## src/rtl/axi2mem_pkg.sv

```systemverilog
// axi2mem_pkg: shared response codes, read-driver state and command types for the axi2mem bridge
package axi2mem_pkg;

    localparam logic [1:0] RESP_OKAY   = 2'b00;
    localparam logic [1:0] RESP_SLVERR = 2'b10;

    localparam int unsigned AXI_ID_WIDTH = 6;

    typedef enum logic {IDLE, BURST} r_state_e;

    typedef struct packed {
        logic [AXI_ID_WIDTH-1:0] id;
        logic [7:0]              len;
    } r_cmd_t;

endpackage

```

## src/rtl/axi2mem_buffer.sv

```systemverilog
// axi2mem_buffer: small valid/ready FIFO; ready_o means not full, valid_o means not empty
module axi2mem_buffer #(
    parameter int unsigned DATA_WIDTH   = 14,
    parameter int unsigned BUFFER_DEPTH = 2
) (
    input  logic                  clk_i,
    input  logic                  rst_ni,
    input  logic [DATA_WIDTH-1:0] data_i,
    input  logic                  valid_i,
    output logic                  ready_o,
    output logic [DATA_WIDTH-1:0] data_o,
    output logic                  valid_o,
    input  logic                  ready_i
);

    localparam int unsigned PTR_W = BUFFER_DEPTH > 1 ? $clog2(BUFFER_DEPTH) : 1;
    localparam int unsigned CNT_W = $clog2(BUFFER_DEPTH + 1);

    logic [DATA_WIDTH-1:0] mem [BUFFER_DEPTH];
    logic [PTR_W-1:0]      wr_ptr, rd_ptr;
    logic [CNT_W-1:0]      cnt;
    logic                  push, pop;

    assign ready_o = cnt != CNT_W'(BUFFER_DEPTH);
    assign valid_o = cnt != '0;
    assign data_o  = mem[rd_ptr];
    assign push    = valid_i & ready_o;
    assign pop     = valid_o & ready_i;

    always_ff @(posedge clk_i or negedge rst_ni) begin
        if (!rst_ni) begin
            wr_ptr <= '0;
            rd_ptr <= '0;
            cnt    <= '0;
        end else begin
            if (push) wr_ptr <= (wr_ptr == PTR_W'(BUFFER_DEPTH - 1)) ? '0 : wr_ptr + 1'b1;
            if (pop) rd_ptr <= (rd_ptr == PTR_W'(BUFFER_DEPTH - 1)) ? '0 : rd_ptr + 1'b1;
            cnt <= cnt + CNT_W'(push) - CNT_W'(pop);
        end
    end

    always_ff @(posedge clk_i) begin
        if (push) mem[wr_ptr] <= data_i;
    end

endmodule

```

## src/rtl/axi2mem_r_chan_drv.sv

```systemverilog
// axi2mem_r_chan_drv: drives AXI R beats from the read pop interface, framing bursts by command
module axi2mem_r_chan_drv #(
    parameter int unsigned CMD_DEPTH  = 2,
    parameter int unsigned ID_WIDTH   = 6,
    parameter int unsigned DATA_WIDTH = 64
) (
    input  logic                  clk_i,
    input  logic                  rst_ni,
    input  logic                  cmd_valid_i,
    output logic                  cmd_ready_o,
    input  logic [ID_WIDTH-1:0]   cmd_id_i,
    input  logic [7:0]            cmd_len_i,
    input  logic [DATA_WIDTH-1:0] rd_data_pop_dat_i,
    input  logic                  rd_data_pop_gnt_i,
    output logic                  rd_data_pop_req_o,
    input  logic [ID_WIDTH-1:0]   rd_data_pop_id_i,
    input  logic                  rd_data_pop_last_i,
    output logic                  r_valid_o,
    input  logic                  r_ready_i,
    output logic [DATA_WIDTH-1:0] r_data_o,
    output logic [ID_WIDTH-1:0]   r_id_o,
    output logic [1:0]            r_resp_o,
    output logic                  r_last_o,
    output logic                  err_o,
    input  logic                  err_clr_i
);

    import axi2mem_pkg::*;

    r_state_e              state, state_nxt;
    logic [ID_WIDTH+7:0]   q_data;
    logic                  q_valid, q_pop;
    logic [ID_WIDTH-1:0]   cur_id;
    logic [8:0]            beats_left;
    logic                  xfer, last_beat, beat_err;

    axi2mem_buffer #(
        .DATA_WIDTH  (ID_WIDTH + 8),
        .BUFFER_DEPTH(CMD_DEPTH)
    ) i_cmd_queue (
        .clk_i  (clk_i),
        .rst_ni (rst_ni),
        .data_i ({cmd_id_i, cmd_len_i}),
        .valid_i(cmd_valid_i),
        .ready_o(cmd_ready_o),
        .data_o (q_data),
        .valid_o(q_valid),
        .ready_i(q_pop)
    );

    assign last_beat = beats_left == 9'd1;
    assign xfer      = rd_data_pop_req_o & rd_data_pop_gnt_i;
    assign beat_err  = (rd_data_pop_id_i != cur_id) || (rd_data_pop_last_i != last_beat);

    // Popping the next command on the last beat keeps back-to-back bursts bubble-free
    always_comb begin
        state_nxt         = state;
        q_pop             = 1'b0;
        rd_data_pop_req_o = 1'b0;
        if (state == IDLE) begin
            q_pop     = q_valid;
            state_nxt = q_valid ? BURST : IDLE;
        end else begin
            rd_data_pop_req_o = !r_valid_o | r_ready_i;
            q_pop             = xfer & last_beat & q_valid;
            state_nxt         = (xfer & last_beat & !q_valid) ? IDLE : BURST;
        end
    end

    always_ff @(posedge clk_i or negedge rst_ni) begin
        if (!rst_ni) begin
            state      <= IDLE;
            cur_id     <= '0;
            beats_left <= '0;
        end else begin
            state <= state_nxt;
            if (q_pop) begin
                cur_id     <= q_data[ID_WIDTH+7:8];
                beats_left <= {1'b0, q_data[7:0]} + 9'd1;
            end else if (xfer) begin
                beats_left <= beats_left - 9'd1;
            end
        end
    end

    always_ff @(posedge clk_i or negedge rst_ni) begin
        if (!rst_ni) begin
            r_valid_o <= 1'b0;
            r_data_o  <= '0;
            r_id_o    <= '0;
            r_resp_o  <= RESP_OKAY;
            r_last_o  <= 1'b0;
        end else if (xfer) begin
            r_valid_o <= 1'b1;
            r_data_o  <= rd_data_pop_dat_i;
            r_id_o    <= cur_id;
            r_resp_o  <= beat_err ? RESP_SLVERR : RESP_OKAY;
            r_last_o  <= last_beat;
        end else if (r_ready_i) begin
            r_valid_o <= 1'b0;
        end
    end

    always_ff @(posedge clk_i or negedge rst_ni) begin
        if (!rst_ni) err_o <= 1'b0;
        else if (xfer & beat_err) err_o <= 1'b1;
        else if (err_clr_i) err_o <= 1'b0;
    end

endmodule
```

## config.mk

```make
export PLATFORM = sky130hd
export DESIGN_NAME = axi2mem_r_chan_drv
export DESIGN_NICKNAME = d
export VERILOG_FILES = /design/src/rtl/axi2mem_pkg.sv /design/src/rtl/axi2mem_buffer.sv /design/src/rtl/axi2mem_r_chan_drv.sv
export SDC_FILE = /design/constraint.sdc
export NUM_CORES = 1
export LEC_CHECK = 0
export CAP_MARGIN = 25
export CELL_PAD_IN_SITES_DETAIL_PLACEMENT = 2
export CELL_PAD_IN_SITES_GLOBAL_PLACEMENT = 2
export CORE_MARGIN = 2
export CORE_UTILIZATION = 31
export CTS_BUF_LIST = sky130_fd_sc_hd__clkbuf_2 sky130_fd_sc_hd__clkbuf_4 sky130_fd_sc_hd__clkbuf_8
export CTS_CLUSTER_DIAMETER = 30
export DETAILED_ROUTE_END_ITERATION = 8
export PLACE_DENSITY_LB_ADDON = 0.1
export SETUP_SLACK_MARGIN = 0.15
export SLEW_MARGIN = 10
export SYNTH_ARGS = -nofsm -noshare
export SYNTH_HDL_FRONTEND = slang
export SYNTH_SLANG_ARGS = --single-unit
```

## constraint.sdc

```tcl
create_clock -name clk_i -period 4 [get_ports clk_i]
set_input_delay 0.8 -clock clk_i [delete_from_list [all_inputs] [get_ports clk_i]]
set_output_delay 0.8 -clock clk_i [all_outputs]
set_load 0.01 [all_outputs]
```

==> impl_metrics.ini <==
[die]
core_sq_mm = 0.0159
num_rows = 46
die_height_um = 131
initial_core_util_pct = 31.6
floorplan.die.width_um = 131
number_of_i_o_pins = 168
floorplan.die_area_sq_mm = 0.0172

[yosys]
synth.cell_area_sq_mm = 0.00502
postSynthRegisterBits = 122
synth.mux.area_fraction_pct = 3.26
yosys.cell_types.count = 39
net_count_of_the_mapped_netlist = 581
most_area_hungry_cell_type_in_the_yosys_netlist = sky130_fd_sc_hd__dfrtp_1
synth_enable_flop_cells = 28
asyncSetResetFlopFracSynth_pct = 77.0
netlist_top_cells_area = sky130_fd_sc_hd__dfrtp_1 (47%), sky130_fd_sc_hd__nand2_1 (17%), sky130_fd_sc_hd__edfxtp_1 (17%), sky130_fd_sc_hd__xnor2_1 (3.7%), sky130_fd_sc_hd__mux2i_1 (2.6%)
synth.yosys.seq_area_share_pct = 63.6
synth.most_common_cell = sky130_fd_sc_hd__nand2_1
synth-simple-area-share_pct = 22.4
post_synth_fa_ha_maj_area_fraction_pct = 1.25
combinational_family_with_the_most_area_after_synthesis = simple AND/OR/NAND/NOR gates
synthCells = 485
postSynthAreaPerCell_sq_um = 10.4
synth_top_area_share_pct = 46.8
synth_warnings = 0
synth-main-ff-cell = sky130_fd_sc_hd__dfrtp_1
synth.top_cells.by_count = sky130_fd_sc_hd__nand2_1 (227), sky130_fd_sc_hd__dfrtp_1 (94), sky130_fd_sc_hd__edfxtp_1 (28)
post_synth_xor_area_fraction_pct = 4.01
synth-compound-area-share_pct = 2.72

[layout]
number_of_nets_in_the_layout = 751
final_layout_size_suffix_gt1_share_pct = 7.63
final_cell_area_sq_mm = 0.00737
antenna_cells = 0
flow.area_growth_from_synthesis_pct = 46.7

[drt]
drt-initial-drc-count = 122
avgViaCountPerCell = 4.55
routed_wl_um = 14900
vias = 4022
detailedRoute.firstPassIterationCount = 4
ant_nets = 0
remaining_drc_errors = 0
wire_per_inst_um = 16.8

[cts]
cts-hold-fix-buffers = 0
root_buffer = sky130_fd_sc_hd__clkbuf_8
max-clock-path-buffers = 2
tritoncts = yes
clk_pin_slew_ns = 0.08
cts_post_setup_buffers_inserted = 0
post_cts.resized_instances = 0
clock-sinks = 122
number_of_clock_buffers_inserted_by_tritoncts = 17
htreeDepth = 4
clk-insertion-delay-late_ns = 0.44

[worst_hold_path]
min_path_type = input pin to asynchronous set/reset pin

[outcome]
status = complete, no violations

[power_and_ir_drop]
power.total_mw = 3.81
power.density_mw_per_mm2 = 517
leakage_nw = 3.31
vdd_drop_max_uv = 266

[sta]
max-slew-margin-rel_pct = 36.7
timing.final.hold_violations = 0
final_max_slew_viol_count = 0
clock_skew_ns = 0.00765
grt_setup_unrepaired = false
finalHoldWorstSlack_ns = 0.213
post_route_setup_tns_ns = 0
setup_viol = 0
fmax_mhz = 333
post-route-min-period_ns = 3.00
final.period_utilization_pct = 75.1
worst-slew-pin-transition_ns = 0.950

[global_routing]
grt_antenna_before_repair = 0
gr-usage-all-layers_pct = 18.2
largest_net_degree_at_the_start_of_global_routing = 76
globalRoute.totalOverflow = 0
first_global_vias = 4592
grt_first_pass_wirelength_um = 24500

[run]
max_cap_viol_count = 0

[worst_setup_path]
critPathCaptureType = primary output
cp_cell_sequence = clkdlybuf4s50_1, nand2b_1, and2_1, clkdlybuf4s50_1
cp.required_ns = 3.20
cpMostUsedCell = sky130_fd_sc_hd__clkdlybuf4s50_1
critical_path.max_fanout = 6
crit_path_top_delay_cell = sky130_fd_sc_hd__clkdlybuf4s50_1
crit_path_max_cell_delay_ns = 0.53
setup.worst_path.start_class = input pin
worst-r2r-cell-count = 7
cp_data_arrival_time_ns = 2.20
timing.setup.critical_path_class = input pin to primary output

[place]
port-buffer-count = 166
place.detailed.hpwl_um = 10600
placed_cell_area_sq_mm = 0.00690
routabilityCongestion = 0.707
==> stage by stage <==
step	setup slack, ns	utilization [%]	cells
after CTS	0.972	46.2	883
after detailed placement	0.969	43.4	851
final	0.998	46.4	884
after floorplan	1.70	-	485
after global routing	0.942	46.4	884
after global placement	0.991	43.4	851
==> where the power goes <==
group,internal [mW],switching (mW)
clock network,0.698,0.523
logic,0.460,0.437
registers,1.52,0.173
total,2.68,1.13
==> final cells by class <==
type                    count  area, sq um
clock buffers              18          248
clock inverters            14          195
fillers                  1663         8520
inverters                   6         22.5
multi-input cells         335         1700
flip-flops and latches    122         3190
well taps                 216          270
repair buffers            173         1740
==> placed cells by master, fill, tap and decap left out, drive strengths merged, types with 2 or more instances in the layout <==
| cell type | n |
|---|---|
| a211oi | 2 |
| a21oi | 10 |
| and2 | 3 |
| buf | 8 |
| bufinv | 4 |
| clkbuf | 18 |
| clkdlybuf4s50 | 165 |
| clkinv | 5 |
| clkinvlp | 3 |
| dfrtp | 94 |
| edfxtp | 28 |
| ha | 5 |
| inv | 8 |
| mux2 | 3 |
| mux2i | 13 |
| nand2 | 229 |
| nand2b | 2 |
| nand3 | 3 |
| nand3b | 3 |
| nand4 | 4 |
| nand4b | 3 |
| nor2 | 12 |
| nor4 | 4 |
| o21ai | 7 |
| or3 | 2 |
| xnor2 | 21 |
| xor2 | 2 |
==> path summary, 6_finish.rpt <==
check / start / endpoint / slack [ns]
max in group asynchronous: rst_ni / r_data_o[5]$_DFFE_PN0P_ / 2.98
worst min-delay path: rst_ni / r_data_o[41]$_DFFE_PN0P_ / 0.21
worst max register to register: i_cmd_queue.rd_ptr$_DFFE_PN0P_ / beats_left[6]$_DFFE_PN0P_ / 1.53
worst min register to register: r_data_o[21]$_DFFE_PN0P_ / r_data_o[21]$_DFFE_PN0P_ / 0.48
min in group clk_i: r_data_o[21]$_DFFE_PN0P_ / r_data_o[21]$_DFFE_PN0P_ / 0.48
worst max-delay path: r_ready_i / rd_data_pop_req_o / 1.0
==> routing by layer <==
| metal | track usage (%) | up-vias | routed length (um) |
|---|---|---|---|
| li1 | - | 1897 | - |
| met1 | 20.9 | 2009 | 6210 |
| met2 | 33.0 | 99 | 7850 |
| met3 | 4.63 | 17 | 638 |
| met4 | 5.98 | 0 | 197 |
| met5 | 0 | - | 0 |
==> worst max-delay path: cells and delay by family <==
family                 cells  cell delay, ns
buffers and inverters      2            0.99
and+or+nand+nor            2            0.42
==> cells by family (layout without fill, tap and decap cells) <==
kind of cell / Yosys count / after routing
AOI/OAI and AO/OA: 22 / 22
muxes: 16 / 16
DFF: 122 / 122
xor gates and xnor gates: 23 / 23
and+or+nand+nor: 268 / 268
other: 1 / 1
adders and majority gates: 5 / 5
buffers and inverters: 28 / 211
==> state kept, by name (all words and copies together), names as in the netlist <==
name                cells
r_id_o                  6
beats_left              9
r_last_o                1
i_cmd_queue.wr_ptr      1
i_cmd_queue.rd_ptr      1
i_cmd_queue.mem        28
state                   1
i_cmd_queue.cnt         2
r_valid_o               1
cur_id                  6
err_o                   1
r_data_o               64
r_resp_o                1
(Power assumes the default switching activity.)
